[src/rtl/tlc_farm_sensor.sv]
`default_nettype none
// ============================================================================
// Module   : tlc_farm_sensor
// Purpose  : Farm-road vehicle detector for the traffic-light controller.
//            Synchronises and debounces the raw loop input, counts waiting
//            vehicles, raises car_req until the controller shows farm green,
//            and flags a sticky fault on an illegal light code or on a
//            request starved for MAX_WAIT cycles.
// Ports    : clk        - system clock
//            rst_n      - asynchronous active-low reset
//            ena        - clock enable (synchroniser always runs)
//            loop_raw   - raw asynchronous loop sensor, 1 = vehicle present
//            light_farm - farm lights: 100 red, 010 yellow, 001 green
//            car_req    - registered request to the controller (input C)
//            car_count  - saturating count of vehicles waiting
//            fault      - sticky fault flag, cleared only by reset
// Revision : 1.0 - initial release
// ============================================================================
module tlc_farm_sensor #(
  parameter int DEBOUNCE = 4,
  parameter int MAX_WAIT = 64,
  parameter int CNT_W    = 4
) (
  input  logic             clk,
  input  logic             rst_n,
  input  logic             ena,
  input  logic             loop_raw,
  input  logic [2:0]       light_farm,
  output logic             car_req,
  output logic [CNT_W-1:0] car_count,
  output logic             fault
);

  localparam int DB_W   = $clog2(DEBOUNCE + 1);
  localparam int WAIT_W = $clog2(MAX_WAIT + 1);
  localparam logic [DB_W-1:0]   DB_LAST  = DB_W'(DEBOUNCE - 1);
  localparam logic [WAIT_W-1:0] WAIT_MAX = WAIT_W'(MAX_WAIT);
  localparam logic [CNT_W-1:0]  CNT_MAX  = {CNT_W{1'b1}};

  typedef enum logic [1:0] {
    IDLE    = 2'd0,
    REQUEST = 2'd1,
    SERVE   = 2'd2
  } state_t;

  // Synchroniser (never gated by ena)
  logic sync1_q, loop_s_q;

  state_t            state_q, state_d;
  logic [DB_W-1:0]   db_cnt_q, db_cnt_d;
  logic              loop_db_q, loop_db_d;
  logic              loop_db_dly_q, loop_db_dly_d;
  logic [CNT_W-1:0]  car_count_q, car_count_d;
  logic [WAIT_W-1:0] wait_q, wait_d;
  logic              fault_q, fault_d;
  logic              car_req_q, car_req_d;

  logic arr, green, illegal;

  // arr stays high across disabled cycles until the delayed copy catches up
  // on the next enabled cycle, so an arrival is never lost while ena=0.
  assign arr     = loop_db_q & ~loop_db_dly_q;
  assign green   = (light_farm == 3'b001);
  assign illegal = !(light_farm inside {3'b100, 3'b010, 3'b001});

  always_comb begin
    state_d       = state_q;
    db_cnt_d      = db_cnt_q;
    loop_db_d     = loop_db_q;
    loop_db_dly_d = loop_db_dly_q;
    car_count_d   = car_count_q;
    wait_d        = wait_q;
    fault_d       = fault_q;

    if (ena) begin
      loop_db_dly_d = loop_db_q;

      // Debounce: flip loop_db after DEBOUNCE consecutive mismatching cycles
      if (loop_s_q != loop_db_q) begin
        if (db_cnt_q == DB_LAST) begin
          loop_db_d = loop_s_q;
          db_cnt_d  = '0;
        end else begin
          db_cnt_d  = db_cnt_q + 1'b1;
        end
      end else begin
        db_cnt_d = '0;
      end

      unique case (state_q)
        IDLE: begin
          if (arr) begin
            state_d     = REQUEST;
            car_count_d = CNT_W'(1);
            wait_d      = '0;
          end
        end
        REQUEST: begin
          if (green) begin
            // A simultaneous arrival is absorbed by this green phase
            state_d     = SERVE;
            car_count_d = '0;
          end else begin
            if (arr && (car_count_q != CNT_MAX)) begin
              car_count_d = car_count_q + 1'b1;
            end
            if (wait_q != WAIT_MAX) begin
              wait_d = wait_q + 1'b1;
              if (wait_d == WAIT_MAX) begin
                fault_d = 1'b1;
              end
            end
          end
        end
        SERVE: begin
          if (!green) begin
            if (loop_db_q) begin
              // Vehicle still on the loop when green ends: request again
              state_d     = REQUEST;
              car_count_d = CNT_W'(1);
              wait_d      = '0;
            end else begin
              state_d = IDLE;
            end
          end
        end
        default: begin
          state_d = IDLE;
        end
      endcase

      if (illegal) begin
        fault_d = 1'b1;
      end
    end

    car_req_d = (state_d == REQUEST);
  end

  always_ff @(posedge clk or negedge rst_n) begin
    if (!rst_n) begin
      sync1_q       <= 1'b0;
      loop_s_q      <= 1'b0;
      state_q       <= IDLE;
      db_cnt_q      <= '0;
      loop_db_q     <= 1'b0;
      loop_db_dly_q <= 1'b0;
      car_count_q   <= '0;
      wait_q        <= '0;
      fault_q       <= 1'b0;
      car_req_q     <= 1'b0;
    end else begin
      sync1_q       <= loop_raw;
      loop_s_q      <= sync1_q;
      state_q       <= state_d;
      db_cnt_q      <= db_cnt_d;
      loop_db_q     <= loop_db_d;
      loop_db_dly_q <= loop_db_dly_d;
      car_count_q   <= car_count_d;
      wait_q        <= wait_d;
      fault_q       <= fault_d;
      car_req_q     <= car_req_d;
    end
  end

  assign car_req   = car_req_q;
  assign car_count = car_count_q;
  assign fault     = fault_q;

endmodule
`default_nettype wire

[config.mk]
export PLATFORM = sky130hd
export DESIGN_NAME = tlc_farm_sensor
export DESIGN_NICKNAME = d
export VERILOG_FILES = /design/src/rtl/tlc_farm_sensor.sv
export SDC_FILE = /design/constraint.sdc
export NUM_CORES = 1
export LEC_CHECK = 0
export ABC_AREA = 1
export CAP_MARGIN = 20
export CORE_UTILIZATION = 45
export CTS_CLUSTER_DIAMETER = 100
export DETAILED_ROUTE_END_ITERATION = 8
export PLACE_DENSITY = 0.78
export SYNTH_ARGS = -nofsm -noshare
export SYNTH_HDL_FRONTEND = slang
export SYNTH_SLANG_ARGS = --single-unit
[constraint.sdc]
create_clock -name clk -period 1.2 [get_ports clk]
set_input_delay 0.12 -clock clk [delete_from_list [all_inputs] [get_ports clk]]
set_output_delay 0.12 -clock clk [all_outputs]
set_load 0.03 [all_outputs]
==> out/metrics.cfg <==
[cells_and_area]
fillCellCount=185
area_growth_pct=42.6
layout.cells.non_filler=231
multiInputGateArea_um2=729
fin_nets=213
regArea_um2=557
drive_above_1_share_pct=36.8
n_antenna_cell=0

[routing]
drc=0
via_per_inst=5.28
wirelength_um=3170
dr.pass1.iters=4
antenna_left=0
drt-initial-drc-count=29
num_vias=1220
wl_per_cell_um=13.7

[logic_synthesis]
syn_inst=162
synthesis.area_um2=1240
synth.distinct_cells=25
synth-seq-area-share_pct=44.2
synth_area_per_cell_um2=7.68
synth_warnings=0
synth_fp_nets=173
synth-seq-cells=22

[timing]
setup_ws_ns=-0.247
maxSlewViolCount=0
relSlewSlack_pct=80.7
grt_setup_unrepaired=yes
max_freq_mhz=691
max_slew.worst_pin.slew_ns=0.289
skew_ns=0.00639
finalCriticalPeriod_ns=1.45
hold_viol=0
post-route-period-util_pct=121
setup_violations=14

[worst_setup_path]
critPathTopFamily=simple AND/OR/NAND/NOR gates
cp_slowest_cell=dfrtp_2
path_class=flip-flop to flip-flop
reg2reg_slack_ns=-0.25
critPathCaptureType=flip-flop
crit_path_max_fanout=6
r2r_start=state_q[0]
worstPathArrival_ns=1.65
critPathLaunchType=flip-flop
crit_buf_inv=0
rr_endpoint=wait_q[5]
path_cells=nor2_1, o21ai_2, nand2_2, nand3b_1, nor2_2, o21ai_0
cp.required_ns=1.41
r2r_cells=6
slowest_delay_ns=0.51

[global_routing]
grt-ovfl-total=0
grt_pass1_wl_um=4900
grt_pass1_vias=1160
antenna_found_initial=0
grt_start_max_net_pins=23
grt_use_total_pct=23.7

[clock_tree]
cts_hold_buf=0
clock_latency_ns=0.32
cts.path.max_buffers=2
cts.sinks=22
cts_max_level=1
cts_tree=done
clk_pin_slew_ns=0.13
clockRootBuffer=clkbuf_4
cts_made_buffers=3

[floorplanning]
die_w_um=54.6
num_io_pins=13
core.rowCount=18
core_area_um2=2540
fp.dieH_um=54.6
dieArea_um2=2980
floorplan.initialDensity_pct=48.9

[placed_design]
gp_congestion=0.841
portBuffers=12
pre_cts_ws_ns=-0.410
dp.cells=224
post-dp-hpwl_um=2290

[power_and_ir_drop]
p_per_area_nw_per_um2=1860
leakage_nw=0.829
vdd_drop_max_v=0.00141

[worst_hold_path]
hp-class=input port to async pin

[status]
status=finished, violations left
violations=negative setup slack

[run]
cap_violations=0

[worst register-to-register path, stage by stage (launching register included)]
cell and delay (ns):
dfrtp_2 0.51, nor2_1 0.10, o21ai_2 0.09, nand2_2 0.08, nand3b_1 0.25, nor2_2 0.21
o21ai_0 0.10
[how the worst max path moves through the flow]
stage | start | to | slack (ns) | cells past startpoint
finish | state_q[0] | wait_q[5] | -0.25 | 6
CTS | car_count[1] | car_count[0] | -0.24 | 9
detailed placement | ena | car_count[0] | -0.41 | 8
global route | state_q[1] | car_count[0] | -0.32 | 8
floorplan | car_count[0] | car_count[2] | -0.18 | 9
global placement | ena | car_count[1] | -0.33 | 8
[layer usage]
| layer | wire length, µm | up-vias | GRT usage (%) |
|---|---|---|---|
| li1 | - | 594 | - |
| met1 | 1310 | 583 | 26.7 |
| met2 | 1650 | 30 | 41.0 |
| met3 | 108 | 13 | 4.72 |
| met4 | 100 | 0 | 14.1 |
| met5 | 0 | - | 0 |
[through the flow]
stage,util [%],cell area (µm²),total power [mW],hold slack (ns),setup TNS [ns]
after floorplan,-,1280,1.89,-0.176,-0.780
after global placement,62.4,1590,2.39,0.336,-3.70
after detailed placement,62.4,1590,2.47,0.345,-4.59
after CTS,67.8,1730,3.21,0.146,-2.64
after global routing,69.8,1780,3.52,0.152,-4.05
final,69.8,1780,3.30,0.137,-2.79
[cell usage in the layout (no fill, tap or decap), types with 2 or more instances in the layout]
| master | Yosys | layout |
|---|---|---|
| nand2_1 | 44 | 41 |
| o21ai_1 | 4 | 8 |
| inv_4 | 0 | 2 |
| nand2_4 | 0 | 2 |
| inv_2 | 3 | 5 |
| buf_4 | 0 | 21 |
| xor2_2 | 0 | 2 |
| nand3_2 | 1 | 3 |
| o21ai_2 | 2 | 5 |
| nand3_1 | 10 | 8 |
| nor3b_1 | 2 | 2 |
| buf_6 | 0 | 6 |
| nand2_2 | 2 | 3 |
| ha_4 | 0 | 2 |
| nor2_4 | 2 | 5 |
| o21ai_0 | 11 | 4 |
| dfrtp_1 | 22 | 17 |
| clkdlybuf4s50_1 | 0 | 6 |
| nor2_1 | 19 | 16 |
| ha_2 | 0 | 2 |
| nor2_2 | 2 | 2 |
| dfrtp_2 | 0 | 5 |
| inv_1 | 19 | 15 |
| nand4_1 | 2 | 2 |
| a21oi_1 | 3 | 2 |
| clkbuf_4 | 0 | 3 |
[logic make-up after synthesis]
logic type,after synthesis,share of synthesized area [%]
AND/OR/NAND/NOR,87,32.2
AO/OA/AOI/OAI,23,10.5
buffers and inverters,23,7.03
flip-flops,22,44.2
adder cells (fa/ha/maj),4,4.02
XOR/XNOR,3,2.11
[power by group]
group / leakage, nW / total, mW / internal (mW) / switching (mW)
clock: 0.0279 / 0.574 / 0.338 / 0.237
sequential: 0.276 / 1.12 / 0.919 / 0.200
combinational: 0.524 / 1.60 / 0.716 / 0.886
[state kept, by name (all words and copies together) (netlist names)]
signal and cells:
wait_q 7, db_cnt_q 3, loop_s_q 1, state_q 2, car_req 1, car_count 4, fault 1, loop_db_dly_q 1
loop_db_q 1, sync1_q 1
[layout make-up]
class	count	share of cell area (%)
Clock buffer	3	1.27
Tap cell	30	2.11
Inverter	22	4.93
Timing Repair Buffer	36	17.5
Multi-Input combinational cell	117	41.1
Clock inverter	1	1.69
Sequential cell	22	31.4
[Yosys cell counts (all sizes together)]
cell | n | area (µm²)
nand2 | 46 | 178
nor2 | 23 | 106
dfrtp | 22 | 551
inv | 22 | 82.6
o21ai | 17 | 92.6
nand3 | 11 | 60.1
ha | 4 | 50.1
a21oi | 3 | 15.0
xor2 | 3 | 26.3
nand4 | 2 | 12.5
nor3 | 2 | 21.3
nor3b | 2 | 15.0
a21boi | 1 | 7.51
buf | 1 | 5.00
nand3b | 1 | 7.51
o21bai | 1 | 7.51
o31ai | 1 | 7.51
[what timing repair did]
action,4_1_cts,5_1_grt
pin swaps,11,4
gates resized for setup,24,21
buffers inserted,3,1
setup endpoints to repair,17,22
(Power assumes the default switching activity.)
